[config.mk]
export PLATFORM = sky130hd
export DESIGN_NAME = uart_tx_arbiter
export DESIGN_NICKNAME = d
export VERILOG_FILES = /design/src/rtl/uart_tx_arbiter.sv
export SDC_FILE = /design/constraint.sdc
export NUM_CORES = 1
export LEC_CHECK = 0
export ABC_AREA = 1
export BUFFER_PORTS_ARGS = -buffer_cell sky130_fd_sc_hd__buf_2
export CORE_MARGIN = 3
export CORE_UTILIZATION = 44
export DETAILED_ROUTE_END_ITERATION = 10
export GPL_TIMING_DRIVEN = 1
export MAX_ROUTING_LAYER = met4
export PLACE_DENSITY = 0.68
export SETUP_SLACK_MARGIN = 0.1
export SLEW_MARGIN = 25
export SYNTH_ARGS = -nofsm -noshare
export SYNTH_HDL_FRONTEND = slang
export SYNTH_SLANG_ARGS = --single-unit
export TNS_END_PERCENT = 100
[constraint.sdc]
create_clock -name eclk -period 2.6 [get_ports eclk]
set_clock_uncertainty 0.2 [all_clocks]
set_input_delay 0.26 -clock eclk [delete_from_list [all_inputs] [get_ports eclk]]
set_output_delay 0.26 -clock eclk [all_outputs]
set_load 0.05 [all_outputs]
[src/rtl/uart_tx_arbiter.sv]
// Round-robin arbiter sharing one UART transmitter between two byte FIFOs,
// with optional CR->CRLF expansion and bit-7 masking on the transmitted byte.
module uart_tx_arbiter #(
    parameter int DEPTH = 16,
    parameter bit CRLF  = 1'b1,
    parameter bit MASK7 = 1'b1
) (
    input  logic       eclk,
    input  logic       ereset_n,
    input  logic       a_wr,
    input  logic [7:0] a_data,
    output logic       a_full,
    output logic       a_ovf,
    input  logic       b_wr,
    input  logic [7:0] b_data,
    output logic       b_full,
    output logic       b_ovf,
    output logic [7:0] tx_data,
    output logic       tx_wr,
    input  logic       tx_flag,
    output logic       busy,
    output logic       grant
);

    localparam int AW = $clog2(DEPTH);
    localparam int CW = AW + 1;

    typedef enum logic [1:0] {IDLE, ISSUE, HOLD, WAIT} state_t;

    state_t        state_q;
    logic [7:0]    a_mem_q [DEPTH];
    logic [7:0]    b_mem_q [DEPTH];
    logic [AW-1:0] a_wp_q, a_rp_q, b_wp_q, b_rp_q;
    logic [CW-1:0] a_cnt_q, a_cnt_d, b_cnt_q, b_cnt_d;
    logic          a_ovf_q, b_ovf_q, grant_q, lf_pend_q, tx_wr_q;
    logic [7:0]    tx_data_q;

    logic          a_empty, b_empty, a_push, b_push, a_pop, b_pop;
    logic          pick_v, pick_b;
    logic [7:0]    head;

    assign a_full  = (a_cnt_q == CW'(DEPTH));
    assign b_full  = (b_cnt_q == CW'(DEPTH));
    assign a_empty = (a_cnt_q == '0);
    assign b_empty = (b_cnt_q == '0);
    assign a_ovf   = a_ovf_q;
    assign b_ovf   = b_ovf_q;
    assign tx_data = tx_data_q;
    assign tx_wr   = tx_wr_q;
    assign busy    = (state_q != IDLE);
    assign grant   = grant_q;

    // When both channels hold data, the one that did not win last time is served.
    always_comb begin
        a_push = a_wr && !a_full;
        b_push = b_wr && !b_full;
        pick_v = !a_empty || !b_empty;
        pick_b = (!a_empty && !b_empty) ? !grant_q : !b_empty;
        a_pop  = (state_q == IDLE) && tx_flag && pick_v && !pick_b;
        b_pop  = (state_q == IDLE) && tx_flag && pick_v && pick_b;
        head   = pick_b ? b_mem_q[b_rp_q] : a_mem_q[a_rp_q];

        a_cnt_d = a_cnt_q;
        if (a_push && !a_pop) begin
            a_cnt_d = a_cnt_q + CW'(1);
        end else if (!a_push && a_pop) begin
            a_cnt_d = a_cnt_q - CW'(1);
        end

        b_cnt_d = b_cnt_q;
        if (b_push && !b_pop) begin
            b_cnt_d = b_cnt_q + CW'(1);
        end else if (!b_push && b_pop) begin
            b_cnt_d = b_cnt_q - CW'(1);
        end
    end

    always_ff @(posedge eclk) begin
        if (a_push) a_mem_q[a_wp_q] <= a_data;
        if (b_push) b_mem_q[b_wp_q] <= b_data;
    end

    always_ff @(posedge eclk) begin
        if (!ereset_n) begin
            state_q   <= IDLE;
            tx_wr_q   <= 1'b0;
            tx_data_q <= 8'h00;
            grant_q   <= 1'b1;
            lf_pend_q <= 1'b0;
            a_wp_q    <= '0;
            a_rp_q    <= '0;
            b_wp_q    <= '0;
            b_rp_q    <= '0;
            a_cnt_q   <= '0;
            b_cnt_q   <= '0;
            a_ovf_q   <= 1'b0;
            b_ovf_q   <= 1'b0;
        end else begin
            a_cnt_q <= a_cnt_d;
            b_cnt_q <= b_cnt_d;
            if (a_push) a_wp_q <= a_wp_q + AW'(1);
            if (b_push) b_wp_q <= b_wp_q + AW'(1);
            if (a_pop)  a_rp_q <= a_rp_q + AW'(1);
            if (b_pop)  b_rp_q <= b_rp_q + AW'(1);
            if (a_wr && a_full) a_ovf_q <= 1'b1;
            if (b_wr && b_full) b_ovf_q <= 1'b1;

            case (state_q)
                IDLE: begin
                    if (a_pop || b_pop) begin
                        tx_data_q <= {head[7] & ~MASK7, head[6:0]};
                        grant_q   <= pick_b;
                        lf_pend_q <= CRLF && (head[6:0] == 7'h0D);
                        tx_wr_q   <= 1'b1;
                        state_q   <= ISSUE;
                    end
                end
                ISSUE: begin
                    tx_wr_q <= 1'b0;
                    state_q <= HOLD;
                end
                // The UART's ready flag lags the write strobe by a cycle.
                HOLD: state_q <= WAIT;
                WAIT: begin
                    if (tx_flag) begin
                        if (lf_pend_q) begin
                            tx_data_q <= 8'h0A;
                            lf_pend_q <= 1'b0;
                            tx_wr_q   <= 1'b1;
                            state_q   <= ISSUE;
                        end else begin
                            state_q <= IDLE;
                        end
                    end
                end
                default: state_q <= IDLE;
            endcase
        end
    end

endmodule

# Yosys cells after proc, flatten, opt, wreduce, memory -nomap -nowiden
# Memory sizes are Yosys's and may differ from the RTL's. A register that Yosys moved wholly into a read port is not among the register bits.
# Cells that the tools add are included.
# totals
mem_bits_rw	256
in_bits	21
word_cells	99
n_memories	2
out_inout_bits	15
ff_bits	41
# classes
mux	29
reduce_logical	38
add_sub_neg	8
eq_ne	9
# memory_table
name	depth	width	read_ports	rd_ports_with_merged_regs	wr	line_no	rtl
a_mem_q	16	8	1	1	1	31	logic [7:0] a_mem_q [DEPTH];
b_mem_q	16	8	1	1	1	32	logic [7:0] b_mem_q [DEPTH];
# op_table
cell	n
$mux W8	3
$mux W5	4
$add A4 B1 Y4 const B	4
$mux W4	4
$pmux W8 S2	1
$logic_and A1 B1 Y1	13
$mux W1	11
$add A5 B1 Y5 const B	2
$eq A5 B5 Y1 const B	2
$logic_not A1 Y1	10
$logic_not A5 Y1	2
$sub A5 B1 Y5 const B	2
$pmux W2 S4	1
$reduce_and A4 Y1	2
$reduce_bool A2 Y1	4
$eq A7 B4 Y1 const B	1
$mux W7	1
$eq A2 B2 Y1 const B	2
$mux W2	2
$ne A2 B2 Y1 const B	2
$reduce_and A2 Y1	2
$pmux W1 S3	1
$reduce_and A3 Y1	1
$reduce_bool A3 Y1	1
5 further kinds	6

# Logic depth before layout (Yosys ltp)
# Gate-level depths: netlist (run 1).
# depth
ltp_word	9
depth_mapped	17
ltp_nobuf	17

# Worst setup path after synthesis (run 1)
# OpenSTA, ideal clock, no wires.
# synth_timing
path_type	register to register
startpoint	reg b_cnt_q[0]
endpoint	reg b_cnt_q[4]
stages_incl_launch_ff	17
setup_slack_ps	-570
path_buffers	0
period_less_slack_ps	3170
arrival_ps	2851
path_cell_list	dfxtp_1 nor2_1 nand3_1 nor2_1 inv_1 nand2_1 inv_1 ha_1 inv_1 ha_1 a21o_1 a21oi_1 nor2_1 nor2_1 nand2_1 o21ai_0 a21oi_1
# synth_between
word_cells_on_any_way	19
# synth_lines
element	line_no	rtl
start: declaration	34	logic [CW-1:0] a_cnt_q, a_cnt_d, b_cnt_q, b_cnt_d;
start signal: assignment	100	b_cnt_q <= b_cnt_d;
$eq A5 B5 Y1 (*)	43	assign b_full = (b_cnt_q == CW'(DEPTH));
named net b_full	16	output logic b_full,
$logic_not A1 Y1 (*)	56	b_push = b_wr && !b_full;
$logic_and A1 B1 Y1 (*)	56	
named net b_push	38	logic a_empty, b_empty, a_push, b_push, a_pop, b_pop;
$logic_not A1 Y1	73	end else if (!b_push && b_pop) begin
$logic_and A1 B1 Y1	73	
$reduce_bool A2 Y1 (no line)	--	
# Mark *: on every way through the listed nets, which the timed path passes. The rest lies on a longest branch. The select of a mux whose other input is x is not followed.
# A chain may end at the register's enable or synchronous reset.

# Worst setup path after layout (run 1)
# layout_timing
startpoint	reg b_cnt_q[0]
endpoint	reg b_cnt_q[4]
# layout_between
elab_chain_len	8
word_cells_on_any_way	19
# layout_lines
element
branches (longest 8 deep; another with $sub A5 B1 Y5)
# Parallel ways; which one is timed is not known. The select of a mux whose other input is x is not followed.

==> flow_summary.ini, run 1 <==
[synthesis]
synth_cells = 1134
synth.area.top_cells = edfxtp_1 (58%), nand2_1 (10%), dfxtp_1 (8.2%)
synth-main-ff-cell = edfxtp_1
avgSynthCellArea_sq_um = 10.30
yosys.area.top_type = edfxtp_1
yosysSeqAreaShare_pct = 65.83
syn-cell-area_sq_um = 11680
syn_nets = 1179
synth_warnings = 0
synth_top_area_share_pct = 57.60
yosysUniqueCellTypes = 30
ys_ff_latch = 272
async_flop_share_pct = 0
synth_edf_count = 224

[pwr]
powerDensity_nw_per_um2 = 1011
worst_ir_drop_vdd_v = 0.0006835
p_leak_nw = 5.586

[worst_hold_path]
hold_class = in -> reg
hold_depth = 5

[run_status]
status = finished, final reports clean

[sta]
setup_violations = 0
clock.fmax_ghz = 0.3886
tightest_slew_ps = 613.7
min_period_over_period_pct = 98.98
post-route-min-period_ps = 2574
hold_violations = 0
relSlewSlack_pct = 58.94
hold_ws_ps = 63.67
rsz0062_at_grt = yes
slew_violations = 0

[setup_path]
critical-path-max-stage-delay_ps = 350
crit_fanout = 4
startpoint_type = register
arrival_ps = 2810
critical_path_class = reg -> reg
rrSetupSlack_ps = 30
r2r_cells = 17
path_cells = nor2_2 -> nand4_1 -> buf_4 -> nand2_4 -> buf_6 -> nor2_2 -> inv_2 -> ha_4 -> inv_4 -> fa_2 -> a21o_1 -> a21oi_2 -> nor2_1 -> nor2_1 -> nand2_1 -> o21ai_1 -> a21oi_1
critPathSlowestCell = fa_2
required_ps = 2830
cp-end-kind = register

[global_route]
antenna_found_initial = 0
grt_max_degree = 57
grt.overflow.total = 0
grt_pass1_vias = 7952
grt_first_pass_wirelength_microns = 41830
track_usage_pct = 18.90

[finish]
area_growth_pct = 18.28
fin_nets = 1294
fill_cells = 2189
stdcell_area_sq_um = 13810
diodes = 0
postLayoutCoreUtil_pct = 53.92
drive_above_1_share_pct = 15.17

[routing]
dr.pass1.iters = 4
vias = 8183
drt_iter0_drc = 707
ant_nets = 0
vias_per_cell = 5.108
drc = 0
wl_per_cell_microns = 16.44
wl_microns = 26330

[floorplanning]
initial_core_util_pct = 45.58
io_pins = 36
die_width_microns = 168.9
coreArea_sq_um = 25620
die_area_sq_um = 28530
chipHeight_microns = 168.9
rows = 58

[cts]
clock-sinks = 272
clk_pin_slew_ps = 60
h-tree-depth = 1
tritoncts = built
insertion_delay_ps = 540
numCtsBuffers = 29
clock_path_buffers = 3
cts-root-buf = clkbuf_16

[placed_design]
gp_congestion = 0.8691
numPortBuffers = 32
hpwl_microns = 16980
place_area_sq_um = 12580

[job]
max_cap_viol_count = 0
==> synthesized netlist by cell type, types with 3 or more instances <==
cell type	count
edfxtp_1	224
inv_1	108
a21oi_1	33
dfxtp_1	48
a21o_1	3
nand3_1	185
nor2_1	87
buf_6	11
ha_1	22
buf_4	11
buf_2	13
nand2_1	318
nand4_1	6
o21ai_1	3
o21ai_0	30
clkbuf_1	11
==> placed cells by master, fill, tap and decap left out, types with 6 or more instances in the layout <==
cell / count
o21ai_0: 26
clkbuf_1: 8
nor2_1: 82
buf_4: 78
nand2_1: 316
edfxtp_1: 224
ha_1: 17
clkinv_2: 8
dlygate4sd3_1: 17
nand3_1: 184
o21ai_1: 7
inv_2: 6
nor2_2: 6
nand4_1: 6
dfxtp_1: 43
buf_2: 32
a21oi_1: 31
inv_1: 102
clkbuf_16: 29
==> critical path, delay by kind of cell (launching register included) <==
kind,cells,cell delay [ps]
AOI/OAI and AO/OA,4,460
buffers and inverters,4,380
adders and majority gates,2,500
DFF,1,320
and+or+nand+nor,7,590
==> repair_timing <==
action,in CTS,in global routing
hold buffers,17,0
pin swaps,7,12
endpoints found under the setup margin,4,5
cloned,0,0
endpoints found under the hold margin,254,0
gates resized for setup,10,11
setup buffers,4,4
==> metrics by stage <==
step	total power [mW]	cells	setup slack [ps]	TNS [ps]
after detailed placement	9.746	1523	-98.76	-98.76
final	13.97	1602	26.41	0
after CTS	13.89	1598	59.35	0
after floorplan	8.366	1134	94.01	0
after global routing	14.79	1602	-178.4	-332.5
after global placement	9.616	1523	-39.05	-39.05
==> per-layer routing <==
metal | part of all wire [%] | global-route usage, % | up-vias
met5 | 0 | - | -
met4 | 2.2 | 5.407 | 0
met3 | 6.0 | 2.849 | 46
met2 | 47 | 30.24 | 245
met1 | 44 | 25.34 | 3861
li1 | - | - | 4031
==> sequential cells by signal, summed over array words and instances, names as in the netlist, named ones only <==
name / flops
a_rp_q: 4
a_wp_q: 4
tx_wr: 1
b_wp_q: 4
b_rp_q: 4
b_cnt_q: 5
a_ovf: 1
grant: 1
b_mem_q: 112
a_mem_q: 112
lf_pend_q: 1
state_q: 2
b_ovf: 1
a_cnt_q: 5
tx_data: 7
==> worst paths after layout <==
kind | to | start
setup / recovery | b_cnt_q[4]$_SDFFE_PN0P_ | b_cnt_q[0]$_SDFFE_PN0P_
hold / removal | state_q[1]$_SDFFE_PN0P_ | tx_flag
setup reg to reg | b_cnt_q[4]$_SDFFE_PN0P_ | b_cnt_q[0]$_SDFFE_PN0P_
hold reg to reg | tx_wr$_SDFFE_PN0P_ | tx_wr$_SDFFE_PN0P_
==> cell families after synthesis <==
logic type               synth area share (%)
other                                 0.03211
adder cells (fa/ha/maj)                 2.700
buffers and inverters                   6.279
XOR/XNOR                               0.3001
AND/OR/NAND/NOR                         21.60
flip-flops                              65.83
AO/OA/AOI/OAI                           3.257
==> cell type report <==
class | count | area (sq um) | share of cell area, %
Sequential cell | 272 | 7694 | 55.70
Multi-Input combinational cell | 704 | 3369 | 24.40
Timing Repair Buffer | 131 | 987.2 | 7.147
Clock buffer | 37 | 755.7 | 5.472
Inverter | 111 | 421.7 | 3.053
Tap cell | 330 | 412.9 | 2.989
Clock inverter | 17 | 171.4 | 1.241
==> report_power, final <==
| part | internal [mW] | switching (mW) | leakage [nW] |
|---|---|---|---|
| sequential | 5.03 | 0.210 | 2.42 |
| clock | 2.36 | 1.66 | 0.457 |
| combinational | 1.72 | 3.00 | 2.71 |
| total | 9.10 | 4.87 | 5.59 |
Power figures use the tool's default switching activity.
==> run 2, diff against run 1 <==
--- a/config.mk
+++ b/config.mk
@@ -6,13 +6,13 @@
 export NUM_CORES = 1
 export LEC_CHECK = 0
 export ABC_AREA = 1
-export BUFFER_PORTS_ARGS = -buffer_cell sky130_fd_sc_hd__buf_2
 export CORE_MARGIN = 3
 export CORE_UTILIZATION = 44
 export DETAILED_ROUTE_END_ITERATION = 10
+export DONT_BUFFER_PORTS = 1
 export GPL_TIMING_DRIVEN = 1
 export MAX_ROUTING_LAYER = met4
-export PLACE_DENSITY = 0.68
+export PLACE_DENSITY = 0.73
 export SETUP_SLACK_MARGIN = 0.1
 export SLEW_MARGIN = 25
 export SYNTH_ARGS = -nofsm -noshare
==> run 2 against run 1 <==
  * Routed wire length grew 0.13%
  * Sequential cell count is the same
  * Final cell count shrank 1.7%
  * Utilization shrank 0.54 points
  * Sequential share of layout area grew 0.57 points
  * First-iteration DRC count grew 36%
  * Register-to-register slack gained 20 ps
  * Combinational power shrank 5.7%
  * Count of clock-buffer cells in the layout shrank 1
  * Die area is the same
  * Clock power shrank 9.5%
  * Setup slack gained 18 ps
==> flow_summary.ini, run 2 (synthesized netlist as in run 1, its figures left out) <==
[pwr]
power.share.sequential_pct = 40.1
p_leak_nw = 5.419
intPower_mw = 8.748
p_sw_mw = 4.744
powerDensity_nw_per_um2 = 986.8
p_comb_share_pct = 32.9
worst_ir_drop_vdd_v = 0.0009736
power_frac_clock_pct = 27.0
finalPower_mw = 13.49
switching_share_pct = 35.16

[placed_design]
hpwl_microns = 16400
numPortBuffers = 0
gp_congestion = 0.8462
place_ws_ps = -18.92

[cts]
numCtsBuffers = 27
tritoncts = built
insertion_delay_ps = 540
h-tree-depth = 1
clock-sinks = 272
cts-root-buf = clkbuf_16
clk_pin_slew_ps = 60
clock_path_buffers = 3

[sta]
timing.setup.tns_ps = 0
rsz0062_at_grt = yes
setup_ws_ps = 43.91
clock.fmax_ghz = 0.3912
tightest_slew_ps = 749.5
slew_violations = 0
setup_violations = 0
min_period_over_period_pct = 98.31
relSlewSlack_pct = 49.87
post-route-min-period_ps = 2556
hold_violations = 0

[global_route]
grt.overflow.total = 0
antenna_found_initial = 0
track_usage_pct = 18.93
grt_max_degree = 57
grt_first_pass_wirelength_microns = 41750
grt_pass1_vias = 7935

[setup_path]
required_ps = 2830
startpoint = a_cnt_q[2]$_SDFFE_PN0P_
r2r_start = a_cnt_q[2]$_SDFFE_PN0P_
critical_path_class = reg -> reg
crit_fanout = 4
startpoint_type = register
rrSetupSlack_ps = 40
cp-end-kind = register
arrival_ps = 2780

[routing]
dr.pass1.iters = 7
drt_iter0_drc = 959
vias = 8211
vias_per_cell = 5.217
wl_microns = 26360
drc = 0
ant_nets = 0
wl_per_cell_microns = 16.75

[finish]
fin_nets = 1269
diodes = 0
layout_common_cells = nand2_1 (315), edfxtp_1 (224), nand3_1 (183)
area_growth_pct = 17.09
final_common_cell = nand2_1
drive_above_1_share_pct = 12.22
fill_cells = 2063

[floorplanning]
die_width_microns = 168.9
io_pins = 36
chipHeight_microns = 168.9
rows = 58
die_area_sq_um = 28530
coreArea_sq_um = 25620
initial_core_util_pct = 45.58

[worst_hold_path]
hold_class = in -> reg
min-delay-start = ereset_n

[job]
max_cap_viol_count = 0

[run_status]
status = finished, final reports clean
[run 2: path summary, 6_finish.rpt]
path / end / cells after the start
setup / recovery: b_cnt_q[4]$_SDFFE_PN0P_ / 17
hold / removal: b_wp_q[3]$_SDFFE_PN0P_ / 3
setup reg to reg: b_cnt_q[4]$_SDFFE_PN0P_ / 17
hold reg to reg: lf_pend_q$_SDFFE_PN0P_ / 2
[run 2: repair_timing]
item | CTS | global route
setup buffers | 4 | 5
pin swaps | 3 | 8
hold buffers | 38 | 1
resized for setup | 4 | 28
endpoints found under the hold margin | 264 | 2
endpoints found under the setup margin | 3 | 16
[run 2: critical path, stage by stage, from the launching register on]
cell and delay [ps]:
dfxtp_1 320, inv_1 110, nand4_1 170, nor2_2 200
nor2_2 70, inv_2 80, nor2_4 40, inv_2 60
ha_4 150, inv_4 50, fa_2 340, a21o_1 170
a21oi_2 140, nor2_1 50, nor2_1 80, nand2_1 70
o21ai_1 110, a21oi_1 50
[run 2: cell type report]
class                      instances  area [sq um]  area share [%]
clock buffer                      36         729.5           5.335
clock inverter                    13         91.34          0.6680
inverter                         111         419.2           3.066
multi-input combinational        704          3386           24.76
sequential                       272          7694           56.27
tap                              330         412.9           3.020
timing repair buffer             108         940.9           6.881
[run 2: stage by stage]
step                      hold WS, ps  instance area [sq um]  std cells  utilization [%]
after floorplan                 158.9                  11730       1134                -
after CTS                       177.1                  13580       1571            53.01
final                           190.3                  13670       1574            53.37
after global routing            204.4                  13670       1574            53.37
after detailed placement        159.9                  12340       1480            48.16
after global placement          159.9                  12340       1480            48.16
[run 2: power by group through the flow]
stage / Sequential, mW / Clock (mW) / Combinational [mW]
after floorplan: 5.46 / 0 / 2.90
after global placement: 5.48 / 0 / 3.91
after detailed placement: 5.49 / 0 / 4.02
after global routing: 5.45 / 3.86 / 4.96
after CTS: 5.40 / 3.68 / 4.27
final: 5.41 / 3.64 / 4.44
[run 2: layer usage]
| layer | global-route usage [%] | share of wire, % |
|---|---|---|
| met4 | 6.154 | 2.7 |
| met3 | 2.872 | 8.2 |
| met1 | 26.31 | 42 |
| met5 | - | 0 |
| met2 | 28.88 | 47 |
